===== config.mk =====
export PLATFORM = sky130hd
export DESIGN_NAME = pipe_hazard_ctrl
export DESIGN_NICKNAME = d
export VERILOG_FILES = /design/src/rtl/hazard_pkg.sv /design/src/rtl/sat_counter.sv /design/src/rtl/pipe_hazard_ctrl.sv
export SDC_FILE = /design/constraint.sdc
export NUM_CORES = 1
export LEC_CHECK = 0
export ABC_CLOCK_PERIOD_IN_PS = 1790
export CAP_MARGIN = 20
export CORE_AREA = 2 2 89 91
export CTS_CLUSTER_DIAMETER = 100
export DETAILED_ROUTE_END_ITERATION = 12
export DIE_AREA = 0 0 91 93
export PLACE_DENSITY = 0.73
export SLEW_MARGIN = 20
export SYNTH_ARGS = -nofsm -noshare
export SYNTH_HDL_FRONTEND = slang
export SYNTH_SLANG_ARGS = --single-unit

===== constraint.sdc =====
create_clock -name clk_i -period 1.79 [get_ports clk_i]
set_input_delay 0.358 -clock clk_i [delete_from_list [all_inputs] [get_ports clk_i]]
set_output_delay 0.358 -clock clk_i [all_outputs]
set_load 0.03 [all_outputs]

===== src/rtl/hazard_pkg.sv =====
// hazard_pkg: shared types and constants for the pipeline hazard controller.
//   reg_addr_t - register address, wide enough for any supported ADDR_WIDTH
//   fwd_sel_t  - forwarding select, wide enough for any DEPTH up to 8
//   sb_entry_t - one scoreboard slot {valid, rd, load, rs1, rs2}
//   FWD_RF     - forwarding select meaning "use the register file"
package hazard_pkg;
   localparam int REG_AW_MAX = 8;
   localparam int FWD_W = 3;
   typedef logic [REG_AW_MAX-1:0] reg_addr_t;
   typedef logic [FWD_W-1:0] fwd_sel_t;
   localparam fwd_sel_t FWD_RF = '0;
   typedef struct packed {
      logic      valid;
      reg_addr_t rd;
      logic      load;
      reg_addr_t rs1;
      reg_addr_t rs2;
   } sb_entry_t;
endpackage


===== src/rtl/sat_counter.sv =====
// sat_counter: event counter that sticks at all-ones instead of wrapping.
//   clk_i  - clock
//   rst_ni - asynchronous active-low reset, clears the count
//   inc_i  - count one event this cycle
//   cnt_o  - current count
module sat_counter #(
   parameter int WIDTH = 16
) (
   input  logic             clk_i,
   input  logic             rst_ni,
   input  logic             inc_i,
   output logic [WIDTH-1:0] cnt_o
);
   logic [WIDTH-1:0] cnt_q, cnt_d;
   always_comb cnt_d = (inc_i && !(&cnt_q)) ? cnt_q + WIDTH'(1) : cnt_q;
   always_ff @(posedge clk_i or negedge rst_ni)
      if (!rst_ni) cnt_q <= '0;
      else cnt_q <= cnt_d;
   assign cnt_o = cnt_q;
endmodule


===== src/rtl/pipe_hazard_ctrl.sv =====
// pipe_hazard_ctrl: scoreboard-based forwarding, load-use stall and flush control.
//   clk_i, rst_ni                 - clock, asynchronous active-low reset
//   valid_d_i, rs1/rs2/rd_d_i     - decode-stage instruction and its registers
//   reg_write_d_i, load_d_i       - decode instruction writes rd / is a load
//   pc_src_e_i                    - taken branch or jump resolved in execute
//   stall_f_o, stall_d_o          - hold PC and fetch/decode register
//   flush_d_o, flush_e_o          - clear fetch/decode and decode/execute registers
//   fwd_a_o, fwd_b_o              - execute operand select, 0 = register file, k = stage k
//   stall_cnt_o, flush_cnt_o      - saturating stall / flush event counters
module pipe_hazard_ctrl
   import hazard_pkg::*;
#(
   parameter int ADDR_WIDTH = 5,
   parameter int DEPTH      = 3,
   parameter int LOAD_STAGE = 2,
   parameter int CNT_WIDTH  = 16
) (
   input  logic                     clk_i,
   input  logic                     rst_ni,
   input  logic                     valid_d_i,
   input  logic [ADDR_WIDTH-1:0]    rs1_d_i,
   input  logic [ADDR_WIDTH-1:0]    rs2_d_i,
   input  logic [ADDR_WIDTH-1:0]    rd_d_i,
   input  logic                     reg_write_d_i,
   input  logic                     load_d_i,
   input  logic                     pc_src_e_i,
   output logic                     stall_f_o,
   output logic                     stall_d_o,
   output logic                     flush_d_o,
   output logic                     flush_e_o,
   output logic [$clog2(DEPTH)-1:0] fwd_a_o,
   output logic [$clog2(DEPTH)-1:0] fwd_b_o,
   output logic [CNT_WIDTH-1:0]     stall_cnt_o,
   output logic [CNT_WIDTH-1:0]     flush_cnt_o
);
   localparam int FW = $clog2(DEPTH);
   sb_entry_t        sb_q [DEPTH];
   sb_entry_t        sb_d [DEPTH];
   sb_entry_t        dec_e;
   logic [DEPTH-1:0] hit_a, hit_b, lu;
   fwd_sel_t         sel_a, sel_b;
   reg_addr_t        rs1_d, rs2_d;
   logic             stall, flush, advance;
   assign rs1_d = reg_addr_t'(rs1_d_i);
   assign rs2_d = reg_addr_t'(rs2_d_i);
   for (genvar s = 0; s < DEPTH; s++) begin : g_stage
      // Stage 0 is execute itself; a load becomes forwardable at LOAD_STAGE
      // and still blocks a decode consumer while it cannot arrive in time.
      localparam bit IS_EX     = (s == 0);
      localparam bit LOAD_FWD  = (s >= LOAD_STAGE);
      localparam bit LOAD_WAIT = (s + 1 < LOAD_STAGE);
      logic elig;
      assign elig     = !IS_EX && sb_q[s].valid && (!sb_q[s].load || LOAD_FWD);
      assign hit_a[s] = elig && sb_q[0].rs1 != '0 && sb_q[s].rd == sb_q[0].rs1;
      assign hit_b[s] = elig && sb_q[0].rs2 != '0 && sb_q[s].rd == sb_q[0].rs2;
      assign lu[s]    = LOAD_WAIT && sb_q[s].valid && sb_q[s].load &&
                        ((rs1_d != '0 && sb_q[s].rd == rs1_d) ||
                         (rs2_d != '0 && sb_q[s].rd == rs2_d));
   end
   // Scan oldest to youngest so the youngest matching producer wins.
   always_comb begin
      sel_a = FWD_RF;
      sel_b = FWD_RF;
      for (int k = DEPTH - 1; k > 0; k--) begin
         sel_a = hit_a[k] ? fwd_sel_t'(k) : sel_a;
         sel_b = hit_b[k] ? fwd_sel_t'(k) : sel_b;
      end
   end
   // A flush discards the decode instruction, so it also cancels its stall.
   assign flush   = rst_ni && pc_src_e_i;
   assign stall   = rst_ni && valid_d_i && (|lu) && !pc_src_e_i;
   assign advance = valid_d_i && !stall && !flush;
   always_comb begin
      dec_e = sb_entry_t'{valid: reg_write_d_i && rd_d_i != '0, rd: reg_addr_t'(rd_d_i),
                          load: load_d_i, rs1: rs1_d, rs2: rs2_d};
      sb_d[0] = advance ? dec_e : '0;
      for (int k = 1; k < DEPTH; k++) sb_d[k] = sb_q[k-1];
   end
   always_ff @(posedge clk_i or negedge rst_ni)
      if (!rst_ni) sb_q <= '{default: '0};
      else sb_q <= sb_d;
   assign stall_f_o = stall;
   assign stall_d_o = stall;
   assign flush_d_o = flush;
   assign flush_e_o = flush || stall;
   assign fwd_a_o   = FW'(sel_a);
   assign fwd_b_o   = FW'(sel_b);
   sat_counter #(.WIDTH(CNT_WIDTH)) u_stall_cnt (
      .clk_i (clk_i),
      .rst_ni(rst_ni),
      .inc_i (stall),
      .cnt_o (stall_cnt_o)
   );
   sat_counter #(.WIDTH(CNT_WIDTH)) u_flush_cnt (
      .clk_i (clk_i),
      .rst_ni(rst_ni),
      .inc_i (flush),
      .cnt_o (flush_cnt_o)
   );
endmodule


Word level (Yosys, flattened, before mapping)
Cells that the tools add are included.
{"block": "totals", "ff_bits": 77, "wordCells": 62}
{"block": "classes", "n_addsub": 2, "eq_ne": 6, "muxes": 5, "reduce_logical": 37}
{"operator": "adder 16 x 1 -> 16 bit (second input constant)", "count": 2}
{"operator": "== test 8 bit", "count": 4}
{"operator": "AND reduction 16 bit", "count": 2}
{"operator": "nonzero test 8 bit", "count": 4}
{"operator": "two-way mux 26 bit", "count": 1}
{"operator": "logical AND 1 bit", "count": 22}
{"operator": "== test 8 x 5 -> 1 bit", "count": 2}
{"operator": "two-way mux 2 bit", "count": 4}
{"operator": "zero test 1 bit", "count": 6}
{"operator": "nonzero test 5 bit", "count": 1}
{"operator": "logical OR 1 bit", "count": 2}

Longest topological paths before layout
Gate-level depths: netlist of run 1.
{"block": "depth", "word_depth": 10, "depth_mapped": 7}

Cells and area by module
A second synthesis of run 1 with hierarchy kept.
{"block": "unflattened", "cells_unflattened": 261, "hier_area_um2": 3045.4}
{"mod": "sat_counter", "cells_per_inst": 75, "n_inst": 2, "area_each_um2": 840.8}
{"mod": "pipe_hazard_ctrl", "cells_per_inst": 111, "n_inst": 1, "area_each_um2": 1363.8}

Least setup slack after synthesis of run 1
OpenSTA, ideal clock, no wires.
{"block": "synth_timing", "kind": "register -> output", "startpoint": "register sb_q (netlist bit sb_d[18])", "endpoint": "output port fwd_a_o[1]", "setup_slack_ns": -0.789, "stages_incl_launch_ff": 6, "required_time_ns": 1.432, "path_buffers": 0, "arrival_ns": 2.221, "path_cell_list": "dfrtp_1 -> inv_1 -> a222oi_1 -> o21ai_0 -> nor4_1 -> nor3_1"}
{"block": "synth_between", "elab_chain_len": 3}
{"element": "start, declared", "line_no": "pipe_hazard_ctrl.sv:37", "source": "sb_entry_t sb_q [DEPTH];"}
{"element": "start signal, assigned", "line_no": "pipe_hazard_ctrl.sv:80", "source": "if (!rst_ni) sb_q <= '{default: '0};"}
{"element": "start signal, assigned", "line_no": "pipe_hazard_ctrl.sv:81", "source": "else sb_q <= sb_d;"}
{"element": "== test 8 bit", "line_no": "pipe_hazard_ctrl.sv:54", "source": "assign hit_a[s] = elig && sb_q[0].rs1 != '0 && sb_q[s].rd == sb_q[0].rs1;"}
{"element": "logical AND 1 bit", "line_no": "pipe_hazard_ctrl.sv:54"}
{"element": "two-way mux 2 bit", "line_no": "pipe_hazard_ctrl.sv:65", "source": "sel_a = hit_a[k] ? fwd_sel_t'(k) : sel_a;"}
{"element": "end, declared", "line_no": "pipe_hazard_ctrl.sv:31", "source": "output logic [$clog2(DEPTH)-1:0] fwd_a_o,"}
No other way between the ends.

Worst setup path after layout of run 1
{"block": "layout_timing", "startpoint": "register sb_q (netlist bit sb_d[35])", "endpoint": "output port fwd_a_o[0]"}
{"block": "layout_between", "elab_chain_len": 4, "word_cells_on_any_way": 5, "cone_classes": "eq/ne (1); mux (1); reduce/logical (3)"}
{"element": "nonzero test 8 bit", "line_no": "pipe_hazard_ctrl.sv:54"}
{"element": "logical AND 1 bit", "line_no": "pipe_hazard_ctrl.sv:54"}
{"element": "logical AND 1 bit *", "line_no": "pipe_hazard_ctrl.sv:54"}
{"element": "two-way mux 2 bit *", "line_no": "pipe_hazard_ctrl.sv:65"}
Every way passes the cells marked *; elsewhere a longest branch is shown, timed or not.

==> run_summary.xml, run 1 <==
<?xml version="1.0" encoding="UTF-8"?>
<metrics>
  <group name="detailed_routing">
    <metric name="firstDrtPassIters" unit="">4</metric>
    <metric name="wl" unit="mm">7.124</metric>
    <metric name="wl_per_cell" unit="um">14.60</metric>
    <metric name="route.detailed.drc" unit="">0</metric>
    <metric name="vias" unit="">2429</metric>
    <metric name="drt_first_iter_violations" unit="">91</metric>
    <metric name="via_per_inst" unit="">4.977</metric>
    <metric name="antenna_violating_nets_post_route" unit="">0</metric>
  </group>
  <group name="setup_path">
    <metric name="cell_depth_of_the_worst_setup_path" unit="">6</metric>
    <metric name="crit_path_end" unit="">fwd_a_o[0]</metric>
    <metric name="setup.worst_path.start_class" unit="">register</metric>
    <metric name="timing.critical_path.max_delay_family" unit="">compound AO/OA/AOI/OAI gates</metric>
    <metric name="reg2regPathDepth" unit="">7</metric>
    <metric name="path_buf_inv" unit="">3</metric>
    <metric name="reg2reg_slack" unit="ns">0.04</metric>
    <metric name="worst_r2r_startpoint" unit="">sb_d[43]</metric>
    <metric name="crit_path_cell_trace" unit="">buf_6, a222oi_1, o21ai_2, nor4_4, buf_4, buf_6</metric>
    <metric name="critPathRequiredTime" unit="ns">1.43</metric>
    <metric name="master_of_the_slowest_instance_on_the_critical_path" unit="">sky130_fd_sc_hd__a222oi_1</metric>
    <metric name="timing.rr.end" unit="">u_stall_cnt.cnt_o[1]</metric>
    <metric name="critical_path.max_fanout" unit="">2</metric>
    <metric name="timing.critical_path.mode_cell" unit="">sky130_fd_sc_hd__buf_6</metric>
    <metric name="crit_arrival" unit="ns">1.89</metric>
    <metric name="max_stage_delay" unit="ns">0.40</metric>
    <metric name="worstSetupStartpoint" unit="">sb_d[35]</metric>
    <metric name="path_class" unit="">reg -&gt; out</metric>
    <metric name="setup.worst_path.end_class" unit="">output port</metric>
  </group>
  <group name="yosys">
    <metric name="synth_simple_gate_area_frac" unit="">0.2226</metric>
    <metric name="synthMuxAreaShare" unit="">0.007705</metric>
    <metric name="main_combinational_cell_family_by_area_after_synthesis" unit="">simple AND/OR/NAND/NOR gates</metric>
    <metric name="synth.net_count" unit="">285</metric>
    <metric name="synth_area" unit="um2">2923</metric>
    <metric name="yosysWarningCount" unit="">0</metric>
    <metric name="synth-seq-area-share" unit="">0.5308</metric>
    <metric name="post_synth_xor_area_fraction" unit="">0.1618</metric>
    <metric name="post_synth_num_cell_types" unit="">38</metric>
    <metric name="yosys_register_bits" unit="">62</metric>
    <metric name="compound_cell_area_share_of_the_yosys_netlist" unit="">0.04709</metric>
    <metric name="synthesized_area_fraction_occupied_by_adder_cells" unit="">0.008562</metric>
    <metric name="synthCells" unit="">262</metric>
    <metric name="avgSynthCellArea" unit="um2">11.16</metric>
  </group>
  <group name="timing">
    <metric name="final_critical_path_setup_slack" unit="ns">-0.4550</metric>
    <metric name="final_hold_viol_count" unit="">0</metric>
    <metric name="final.hold.worst_slack" unit="ns">0.05599</metric>
    <metric name="setup_viol_count_final" unit="">7</metric>
    <metric name="final_max_slew_viols" unit="">0</metric>
    <metric name="clock_skew" unit="ns">0.006165</metric>
    <metric name="worst-slew-pin-transition" unit="ns">0.5312</metric>
    <metric name="unrepaired_setup_endpoints_after_global_routing" unit="">yes</metric>
    <metric name="timing.slew.headroom" unit="">0.6458</metric>
    <metric name="fmax" unit="MHz">445.4</metric>
    <metric name="final_period_util" unit="">1.254</metric>
    <metric name="finalCriticalPeriod" unit="ns">2.245</metric>
  </group>
  <group name="placement">
    <metric name="place_worst_setup_slack" unit="ns">-0.9450</metric>
    <metric name="io_buf_count" unit="">60</metric>
    <metric name="hpwlAfterDp" unit="mm">5.204</metric>
    <metric name="gp_congestion" unit="">0.8526</metric>
  </group>
  <group name="clocking">
    <metric name="clock_latency" unit="ns">0.32</metric>
    <metric name="tritoncts.num_buffers" unit="">9</metric>
    <metric name="ctsLongestPathBuffers" unit="">2</metric>
    <metric name="htreeDepth" unit="">3</metric>
    <metric name="clock_tree.root_cell" unit="">sky130_fd_sc_hd__clkbuf_8</metric>
    <metric name="numClockSinks" unit="">62</metric>
    <metric name="tritoncts" unit="">done</metric>
    <metric name="clock_pin_slew_worst_setup_and_hold_paths" unit="ns">0.07</metric>
  </group>
  <group name="floorplan">
    <metric name="coreArea" unit="um2">7527</metric>
    <metric name="fp-row-count" unit="">32</metric>
    <metric name="initial_util" unit="">0.3883</metric>
    <metric name="die_y" unit="um">93</metric>
    <metric name="io_pins" unit="">61</metric>
    <metric name="die_x" unit="um">91</metric>
    <metric name="die_area" unit="um2">8463</metric>
  </group>
  <group name="global_routing">
    <metric name="grt_pass1_vias" unit="">2433</metric>
    <metric name="global_route.overflow_total" unit="">0</metric>
    <metric name="grt_use_total" unit="">0.1713</metric>
    <metric name="grt_first_pass_wirelength" unit="mm">11.50</metric>
    <metric name="grt_start_max_net_pins" unit="">45</metric>
    <metric name="number_of_antenna_violations_at_the_first_check_in_global_routing" unit="">0</metric>
  </group>
  <group name="power_and_ir_drop">
    <metric name="power.total" unit="mW">3.691</metric>
    <metric name="max-vdd-ir-drop" unit="V">0.0007674</metric>
    <metric name="p_per_area" unit="nW/um2">831.5</metric>
    <metric name="p_leak" unit="nW">2.192</metric>
  </group>
  <group name="worst_hold_path">
    <metric name="min_path_type" unit="">in -&gt; async</metric>
  </group>
  <group name="run_status">
    <metric name="failed_checks" unit="">negative setup slack</metric>
    <metric name="status" unit="">complete, but fails checks</metric>
  </group>
  <group name="finish">
    <metric name="drive_above_1_share" unit="">0.3135</metric>
    <metric name="areaGrowthSynthToFinish" unit="%">51.88</metric>
    <metric name="number_of_antenna_diodes" unit="">0</metric>
    <metric name="final_net_count" unit="">404</metric>
  </group>
  <group name="flow_run">
    <metric name="timing.max_cap.violations" unit="">0</metric>
  </group>
</metrics>
[cells in the final DEF (no fill, tap or decap), types with 2 or more instances in the layout]
cell	instances
sky130_fd_sc_hd__dfrtp_1	55
sky130_fd_sc_hd__buf_4	48
sky130_fd_sc_hd__xnor2_1	47
sky130_fd_sc_hd__and3_1	23
sky130_fd_sc_hd__dlygate4sd2_1	23
sky130_fd_sc_hd__nand4_1	19
sky130_fd_sc_hd__nand2_1	16
sky130_fd_sc_hd__nand3_1	11
sky130_fd_sc_hd__buf_6	11
sky130_fd_sc_hd__clkbuf_8	10
sky130_fd_sc_hd__clkdlybuf4s50_1	10
sky130_fd_sc_hd__dlymetal6s2s_1	10
sky130_fd_sc_hd__nor2_1	7
sky130_fd_sc_hd__xor2_1	7
sky130_fd_sc_hd__dfrtp_2	7
sky130_fd_sc_hd__inv_1	5
sky130_fd_sc_hd__nor3_1	5
sky130_fd_sc_hd__and4_1	5
sky130_fd_sc_hd__clkbuf_2	5
sky130_fd_sc_hd__nor3_4	4
sky130_fd_sc_hd__or4_4	3
sky130_fd_sc_hd__and2_1	3
sky130_fd_sc_hd__a21oi_4	3
sky130_fd_sc_hd__nor4_4	3
sky130_fd_sc_hd__nand3_2	3
sky130_fd_sc_hd__inv_2	2
sky130_fd_sc_hd__nor2b_1	2
sky130_fd_sc_hd__or4_1	2
sky130_fd_sc_hd__o211ai_1	2
sky130_fd_sc_hd__bufinv_16	2
sky130_fd_sc_hd__clkbuf_1	2
sky130_fd_sc_hd__clkinv_2	2
sky130_fd_sc_hd__clkdlybuf4s15_1	2
sky130_fd_sc_hd__buf_2	2
[per-layer routing]
metal  wire, um  GRT usage
met1       3058     0.2084
met2       3762     0.3019
met3        209    0.03143
met4         94    0.06818
met5          0          0
[registers in the layout, summed over array words and instances, names as in the netlist]
| register | count |
|---|---|
| sb_d | 24 |
| u_flush_cnt.cnt_o | 16 |
| u_stall_cnt.cnt_o | 16 |
| sb_q | 5 |
| g_stage.elig | 1 |
[cell families (layout without fill, tap and decap cells)]
| family | after synthesis | after routing |
|---|---|---|
| muxes | 2 | 2 |
| xor gates and xnor gates | 54 | 54 |
| and+or+nand+nor | 115 | 115 |
| AOI/OAI and AO/OA | 14 | 14 |
| DFF | 62 | 62 |
| adders and majority gates | 2 | 2 |
| buffers and inverters | 13 | 137 |
[cell type report]
type	count	area, um2
Timing Repair Buffer	114	1026
Multi-Input combinational cell	187	1484
Tap cell	102	127.6
Inverter	7	26.28
Clock inverter	4	70.07
Sequential cell	62	1560
Fill cell	658	3088
Clock buffer	12	145.1
[worst min path at each step]
stage                     startpoint                   end  slack [ns]  cells after the start
after floorplan               rst_ni       g_stage[2].elig        0.06                      0
after global placement      sb_d[25]       g_stage[2].elig        0.36                      0
after detailed placement    sb_d[51]              sb_d[25]        0.37                      0
after CTS                     rst_ni  u_stall_cnt.cnt_o[2]        0.06                      2
after global routing          rst_ni  u_stall_cnt.cnt_o[2]        0.08                      2
final                         rst_ni              sb_d[16]        0.06                      2
[power breakdown]
group	internal (mW)	switching, mW	total, mW
logic	0.355	0.411	0.766
clock network	0.819	0.503	1.32
registers	1.51	0.0943	1.60
[synthesized netlist by cell type, drive strengths merged]
master / number / area share
a211o: 1 / 0.0030
a21oi: 3 / 0.014
a222oi: 1 / 0.0034
a31oi: 2 / 0.0064
and2: 4 / 0.0086
and3: 23 / 0.049
and4: 5 / 0.015
buf: 4 / 0.0098
clkbuf: 2 / 0.0026
dfrtp: 62 / 0.53
ha: 2 / 0.0086
inv: 7 / 0.0090
mux2: 2 / 0.0077
nand2: 16 / 0.021
nand2b: 1 / 0.0021
nand3: 15 / 0.026
nand4: 19 / 0.041
nand4b: 1 / 0.0030
nor2: 9 / 0.012
nor2b: 2 / 0.0043
nor3: 10 / 0.017
nor4: 3 / 0.0064
o211ai: 2 / 0.0051
o21a: 1 / 0.0026
o21ai: 2 / 0.0034
o22ai: 2 / 0.0090
or2: 1 / 0.0021
or3: 1 / 0.0021
or4: 5 / 0.014
xnor2: 47 / 0.14
xor2: 7 / 0.021
[stage by stage]
stage / setup TNS [ns] / instance area (um2) / utilization / std cells
2_1_floorplan: -0.6599 / 3034 / - / 262
3_3_place_gp: -17.55 / 4030 / 0.5354 / 462
3_5_place_dp: -19.66 / 4030 / 0.5354 / 462
4_1_cts: -2.744 / 4324 / 0.5745 / 482
5_1_grt: -3.418 / 4439 / 0.5898 / 488
6_report: -2.561 / 4439 / 0.5898 / 488
[what timing repair did]
action                                  CTS  global route
hold buffers                              0             0
setup buffers                             4             5
endpoints found under the setup margin   67            30
gates cloned                              0             1
resized for setup                        64            31
pin swaps                                15            13
No activity file was read; power rests on OpenSTA's default activity.
==> inputs of run 2 (changes only) <==
- ABC_CLOCK_PERIOD_IN_PS: 1790 -> 2160
- PLACE_DENSITY: 0.73 -> 0.71
- clock period: 1.79 -> 2.16 ns (I/O delays scaled with it)
==> run_summary.xml, run 2 (synthesized netlist as in run 1, its figures left out) <==
<?xml version="1.0" encoding="UTF-8"?>
<metrics>
  <group name="floorplan">
    <metric name="die_x" unit="um">91</metric>
    <metric name="die_y" unit="um">93</metric>
    <metric name="coreArea" unit="um2">7527</metric>
    <metric name="die_area" unit="um2">8463</metric>
    <metric name="fp-row-count" unit="">32</metric>
    <metric name="io_pins" unit="">61</metric>
    <metric name="initial_util" unit="">0.3883</metric>
  </group>
  <group name="placement">
    <metric name="gp_congestion" unit="">0.8285</metric>
    <metric name="hpwlAfterDp" unit="mm">4.818</metric>
    <metric name="io_buf_count" unit="">60</metric>
  </group>
  <group name="timing">
    <metric name="fmax" unit="MHz">420.1</metric>
    <metric name="final_max_slew_viols" unit="">0</metric>
    <metric name="finalSetupTns" unit="ns">-0.6041</metric>
    <metric name="final.hold.worst_slack" unit="ns">0.3688</metric>
    <metric name="setup_viol_count_final" unit="">5</metric>
    <metric name="final_hold_viol_count" unit="">0</metric>
    <metric name="clock_skew" unit="ns">0.008818</metric>
    <metric name="unrepaired_setup_endpoints_after_global_routing" unit="">yes</metric>
    <metric name="final_period_util" unit="">1.102</metric>
    <metric name="finalCriticalPeriod" unit="ns">2.380</metric>
    <metric name="final_critical_path_setup_slack" unit="ns">-0.2204</metric>
    <metric name="worst-slew-pin-transition" unit="ns">0.7579</metric>
    <metric name="timing.slew.headroom" unit="">0.4947</metric>
  </group>
  <group name="detailed_routing">
    <metric name="wl_per_cell" unit="um">14.43</metric>
    <metric name="firstDrtPassIters" unit="">4</metric>
    <metric name="drt_first_iter_violations" unit="">187</metric>
    <metric name="route.detailed.drc" unit="">0</metric>
    <metric name="wl" unit="mm">6.824</metric>
    <metric name="vias" unit="">2340</metric>
    <metric name="antenna_violating_nets_post_route" unit="">0</metric>
    <metric name="via_per_inst" unit="">4.947</metric>
  </group>
  <group name="run_status">
    <metric name="failed_checks" unit="">negative setup slack</metric>
    <metric name="status" unit="">complete, but fails checks</metric>
  </group>
  <group name="power_and_ir_drop">
    <metric name="p_per_area" unit="nW/um2">751.7</metric>
    <metric name="max-vdd-ir-drop" unit="V">0.0006154</metric>
    <metric name="p_leak" unit="nW">1.849</metric>
  </group>
  <group name="setup_path">
    <metric name="setup.worst_path.end_class" unit="">output port</metric>
    <metric name="max_stage_delay" unit="ns">0.55</metric>
    <metric name="master_of_the_slowest_instance_on_the_critical_path" unit="">sky130_fd_sc_hd__or4_4</metric>
    <metric name="path_class" unit="">reg -&gt; out</metric>
    <metric name="critical_path.max_fanout" unit="">2</metric>
    <metric name="crit_path_cell_trace" unit="">or4_4, nor2_4, nor4_2, buf_4, nor4_4, buf_6</metric>
    <metric name="setup.worst_path.start_class" unit="">register</metric>
    <metric name="crit_arrival" unit="ns">1.95</metric>
    <metric name="critPathRequiredTime" unit="ns">1.73</metric>
  </group>
  <group name="clocking">
    <metric name="tritoncts" unit="">done</metric>
    <metric name="ctsLongestPathBuffers" unit="">2</metric>
    <metric name="clock_latency" unit="ns">0.33</metric>
    <metric name="numClockSinks" unit="">62</metric>
    <metric name="htreeDepth" unit="">3</metric>
    <metric name="tritoncts.num_buffers" unit="">9</metric>
    <metric name="clock_pin_slew_worst_setup_and_hold_paths" unit="ns">0.07</metric>
    <metric name="clock_tree.root_cell" unit="">sky130_fd_sc_hd__clkbuf_8</metric>
    <metric name="hold_buffers_post_cts" unit="">0</metric>
  </group>
  <group name="global_routing">
    <metric name="grt_pass1_vias" unit="">2340</metric>
    <metric name="grt_use_total" unit="">0.1697</metric>
    <metric name="number_of_antenna_violations_at_the_first_check_in_global_routing" unit="">0</metric>
    <metric name="global_route.overflow_total" unit="">0</metric>
    <metric name="grt_first_pass_wirelength" unit="mm">11.23</metric>
    <metric name="grt_start_max_net_pins" unit="">63</metric>
  </group>
  <group name="finish">
    <metric name="layout_commonest_cell" unit="">sky130_fd_sc_hd__dfrtp_1</metric>
    <metric name="largest_register_ff_count" unit="">24</metric>
    <metric name="nFillCells" unit="">683</metric>
    <metric name="final_net_count" unit="">389</metric>
    <metric name="layout.cells.most_common_list" unit="">61 x sky130_fd_sc_hd__dfrtp_1, 45 x sky130_fd_sc_hd__xnor2_1, 42 x sky130_fd_sc_hd__clkdlybuf4s50_1</metric>
    <metric name="areaGrowthSynthToFinish" unit="%">44.65</metric>
    <metric name="drive_above_1_share" unit="">0.2534</metric>
    <metric name="number_of_antenna_diodes" unit="">0</metric>
  </group>
  <group name="worst_hold_path">
    <metric name="min_path_type" unit="">reg -&gt; reg</metric>
  </group>
  <group name="flow_run">
    <metric name="timing.max_cap.violations" unit="">0</metric>
  </group>
</metrics>
[run 2: final cells by class]
type,count,area (um2),area share
tap,102,127.6,0.03019
timing repair buffer,99,872.1,0.2063
inverter,7,26.28,0.006215
sequential,62,1553,0.3673
multi-input combinational,187,1403,0.3318
clock inverter,7,122.6,0.02900
clock buffer,9,123.9,0.02930
[run 2: timing repair]
| item | in CTS | in global routing |
|---|---|---|
| setup endpoints to repair | 7 | 7 |
| hold endpoints to repair | 0 | 0 |
| pin swaps | 9 | 6 |
| buffers inserted | 8 | 3 |
| gates resized for setup | 55 | 7 |
[run 2: critical path: cells and delay by family (launching register included)]
family,cells,cell delay (ns)
and+or+nand+nor,4,0.92
DFF,1,0.40
buffers and inverters,2,0.30
[run 2: final timing paths]
| path | to | from | slack, ns | depth (start not counted) |
|---|---|---|---|---|
| max in group asynchronous | sb_d[43] | rst_ni | 1.20 | 3 |
| hold / removal | g_stage[2].elig | sb_d[25] | 0.37 | 0 |
| setup reg to reg | u_stall_cnt.cnt_o[1] | sb_d[43] | 0.23 | 7 |
| hold reg to reg | g_stage[2].elig | sb_d[25] | 0.37 | 0 |
| min in group asynchronous | sb_d[16] | rst_ni | 0.44 | 3 |
| setup / recovery | fwd_b_o[1] | sb_d[27] | -0.22 | 6 |
[run 2: where the power goes]
part	switching, mW	internal, mW
Combinational	0.302	0.284
Clock	0.471	0.770
Sequential	0.104	1.25
[run 2: through the flow]
stage | power (mW) | std cells | utilization | instance area [um2] | setup slack [ns]
finish | 3.178 | 473 | 0.5617 | 4228 | -0.2204
global route | 3.323 | 473 | 0.5617 | 4228 | -0.3007
CTS | 3.198 | 470 | 0.5549 | 4177 | -0.2405
detailed placement | 1.930 | 446 | 0.5103 | 3841 | -0.7355
global placement | 1.921 | 446 | 0.5103 | 3841 | -0.7084
floorplan | 1.662 | 262 | - | 2959 | 0.003233
[run 2: routing by layer]
layer	up-vias	part of all wire	track usage
li1	1145	-	-
met1	1134	0.42	0.2040
met2	53	0.52	0.2988
met3	8	0.040	0.03223
met4	0	0.015	0.07197
met5	-	0	0
==> inputs of run 3 (changes only) <==
- MAX_ROUTING_LAYER: default -> met4
==> run_summary.xml, run 3 (synthesized netlist as in run 1, its figures left out) <==
<?xml version="1.0" encoding="UTF-8"?>
<metrics>
  <group name="power_and_ir_drop">
    <metric name="comb_power_share" unit="">0.185</metric>
    <metric name="clock_power_share" unit="">0.391</metric>
    <metric name="internal-power" unit="mW">2.301</metric>
    <metric name="p_leak" unit="nW">1.849</metric>
    <metric name="switching_share" unit="">0.2766</metric>
    <metric name="power.total" unit="mW">3.180</metric>
    <metric name="net-switching-power" unit="mW">0.8794</metric>
    <metric name="p_seq_frac" unit="">0.425</metric>
    <metric name="p_per_area" unit="nW/um2">752.2</metric>
    <metric name="max-vdd-ir-drop" unit="V">0.0006159</metric>
  </group>
  <group name="finish">
    <metric name="final-instance-count-excl-fill" unit="">473</metric>
    <metric name="layout_commonest_cell" unit="">sky130_fd_sc_hd__dfrtp_1</metric>
    <metric name="utilization" unit="">0.5617</metric>
    <metric name="drive_above_1_share" unit="">0.2534</metric>
    <metric name="layout.cells.most_common_list" unit="">61 x sky130_fd_sc_hd__dfrtp_1, 45 x sky130_fd_sc_hd__xnor2_1, 42 x sky130_fd_sc_hd__clkdlybuf4s50_1</metric>
    <metric name="largest_register_ff_count" unit="">24</metric>
    <metric name="final_net_count" unit="">389</metric>
    <metric name="number_of_antenna_diodes" unit="">0</metric>
    <metric name="areaGrowthSynthToFinish" unit="%">44.65</metric>
    <metric name="finalInstanceArea" unit="um2">4228</metric>
  </group>
  <group name="floorplan">
    <metric name="initial_util" unit="">0.3883</metric>
    <metric name="die_x" unit="um">91</metric>
    <metric name="die_area" unit="um2">8463</metric>
    <metric name="die_y" unit="um">93</metric>
    <metric name="coreArea" unit="um2">7527</metric>
    <metric name="fp-row-count" unit="">32</metric>
    <metric name="io_pins" unit="">61</metric>
  </group>
  <group name="detailed_routing">
    <metric name="via_per_inst" unit="">4.892</metric>
    <metric name="firstDrtPassIters" unit="">4</metric>
    <metric name="wl" unit="mm">6.812</metric>
    <metric name="vias" unit="">2314</metric>
    <metric name="route.detailed.drc" unit="">0</metric>
    <metric name="antenna_violating_nets_post_route" unit="">0</metric>
    <metric name="drt_first_iter_violations" unit="">165</metric>
    <metric name="wl_per_cell" unit="um">14.40</metric>
  </group>
  <group name="setup_path">
    <metric name="worst_r2r_startpoint" unit="">sb_d[43]</metric>
    <metric name="master_of_the_slowest_instance_on_the_critical_path" unit="">sky130_fd_sc_hd__or4_4</metric>
    <metric name="max_stage_delay" unit="ns">0.55</metric>
    <metric name="setup.worst_path.end_class" unit="">output port</metric>
    <metric name="timing.critical_path.max_delay_family" unit="">simple AND/OR/NAND/NOR gates</metric>
    <metric name="setup.worst_path.start_class" unit="">register</metric>
    <metric name="critical_path.max_fanout" unit="">2</metric>
    <metric name="path_class" unit="">reg -&gt; out</metric>
    <metric name="path_buf_inv" unit="">2</metric>
    <metric name="crit_path_cell_trace" unit="">or4_4, nor2_4, nor4_2, buf_4, nor4_4, buf_6</metric>
    <metric name="crit_arrival" unit="ns">1.95</metric>
    <metric name="critPathRequiredTime" unit="ns">1.73</metric>
    <metric name="worstSetupStartpoint" unit="">sb_d[27]</metric>
  </group>
  <group name="worst_hold_path">
    <metric name="min_path_type" unit="">reg -&gt; reg</metric>
    <metric name="worstHoldStart" unit="">sb_d[25]</metric>
  </group>
  <group name="run_status">
    <metric name="failed_checks" unit="">negative setup slack</metric>
    <metric name="status" unit="">complete, but fails checks</metric>
  </group>
  <group name="clocking">
    <metric name="numClockSinks" unit="">62</metric>
    <metric name="clock_tree.root_cell" unit="">sky130_fd_sc_hd__clkbuf_8</metric>
    <metric name="clock_pin_slew_worst_setup_and_hold_paths" unit="ns">0.07</metric>
    <metric name="tritoncts.num_buffers" unit="">9</metric>
    <metric name="ctsLongestPathBuffers" unit="">2</metric>
    <metric name="hold_buffers_post_cts" unit="">0</metric>
    <metric name="tritoncts" unit="">done</metric>
    <metric name="htreeDepth" unit="">3</metric>
    <metric name="clock_latency" unit="ns">0.33</metric>
  </group>
  <group name="global_routing">
    <metric name="number_of_antenna_violations_at_the_first_check_in_global_routing" unit="">0</metric>
    <metric name="grt_pass1_vias" unit="">2349</metric>
    <metric name="grt_use_total" unit="">0.1750</metric>
    <metric name="global_route.overflow_total" unit="">0</metric>
    <metric name="grt_start_max_net_pins" unit="">63</metric>
    <metric name="grt_first_pass_wirelength" unit="mm">11.23</metric>
  </group>
  <group name="timing">
    <metric name="worst-slew-pin-transition" unit="ns">0.7600</metric>
    <metric name="unrepaired_setup_endpoints_after_global_routing" unit="">yes</metric>
    <metric name="setup_viol_count_final" unit="">5</metric>
    <metric name="clock_skew" unit="ns">0.009666</metric>
    <metric name="final_period_util" unit="">1.102</metric>
    <metric name="finalSetupTns" unit="ns">-0.5843</metric>
    <metric name="final_hold_viol_count" unit="">0</metric>
    <metric name="final_max_slew_viols" unit="">0</metric>
    <metric name="timing.slew.headroom" unit="">0.4934</metric>
    <metric name="final_critical_path_setup_slack" unit="ns">-0.2194</metric>
    <metric name="final.hold.worst_slack" unit="ns">0.3688</metric>
    <metric name="finalCriticalPeriod" unit="ns">2.379</metric>
    <metric name="fmax" unit="MHz">420.3</metric>
  </group>
  <group name="flow_run">
    <metric name="timing.max_cap.violations" unit="">0</metric>
  </group>
  <group name="placement">
    <metric name="io_buf_count" unit="">60</metric>
    <metric name="hpwlAfterDp" unit="mm">4.818</metric>
    <metric name="gp_congestion" unit="">0.8411</metric>
    <metric name="place_worst_setup_slack" unit="ns">-0.7355</metric>
    <metric name="place_inst" unit="">446</metric>
    <metric name="post_dp_cell_area" unit="um2">3841</metric>
  </group>
</metrics>
-- run 3: cell counts in the layout (fill, tap and decap cells not counted) --
No cell type changed its count.
-- run 3: power by group through the flow --
| stage | sequential, mW | combinational [mW] | clock, mW |
|---|---|---|---|
| 2_1_floorplan | 1.47 | 0.197 | 0 |
| 3_5_place_dp | 1.37 | 0.559 | 0 |
| 3_3_place_gp | 1.37 | 0.552 | 0 |
| 5_1_grt | 1.36 | 0.631 | 1.33 |
| 4_1_cts | 1.35 | 0.581 | 1.27 |
| 6_report | 1.35 | 0.587 | 1.24 |
-- run 3: layer usage --
layer	vias to the layer above	global-route usage	part of all wire	wire length, um
met5	-	-	0	0
met4	0	0.07197	0.015	104
met3	8	0.03223	0.033	223
met2	45	0.2981	0.53	3605
met1	1116	0.2061	0.42	2879
li1	1145	-	-	-
-- run 3: worst reg2reg max path: cells and delay by family, from the launching register on --
family / cells / cell delay [ns]
muxes: 1 / 0.29
AOI/OAI and AO/OA: 1 / 0.26
DFF: 1 / 0.45
xor gates and xnor gates: 1 / 0.19
and+or+nand+nor: 2 / 0.29
buffers and inverters: 2 / 0.32
-- run 3: final cells by class --
| class | instances | area, um2 |
|---|---|---|
| clock buffer | 9 | 123.9 |
| clock inverter | 7 | 122.6 |
| fill | 683 | 3299 |
| inverter | 7 | 26.28 |
| multi-input combinational | 187 | 1403 |
| sequential | 62 | 1553 |
| tap | 102 | 127.6 |
| timing repair buffer | 99 | 872.1 |
-- run 3: repair_timing --
action | 4_1_cts | 5_1_grt
resized for setup | 55 | 7
pin swaps | 9 | 6
setup buffers | 8 | 3
setup endpoints to repair | 7 | 7
-- run 3: worst paths after layout --
path | to | slack [ns] | depth (start not counted)
hold reg to reg | g_stage[2].elig | 0.37 | 0
hold / removal | g_stage[2].elig | 0.37 | 0
min in group asynchronous | u_stall_cnt.cnt_o[3] | 0.44 | 3
setup reg to reg | u_stall_cnt.cnt_o[1] | 0.24 | 7
max in group asynchronous | sb_d[43] | 1.20 | 3
setup / recovery | fwd_b_o[1] | -0.22 | 6
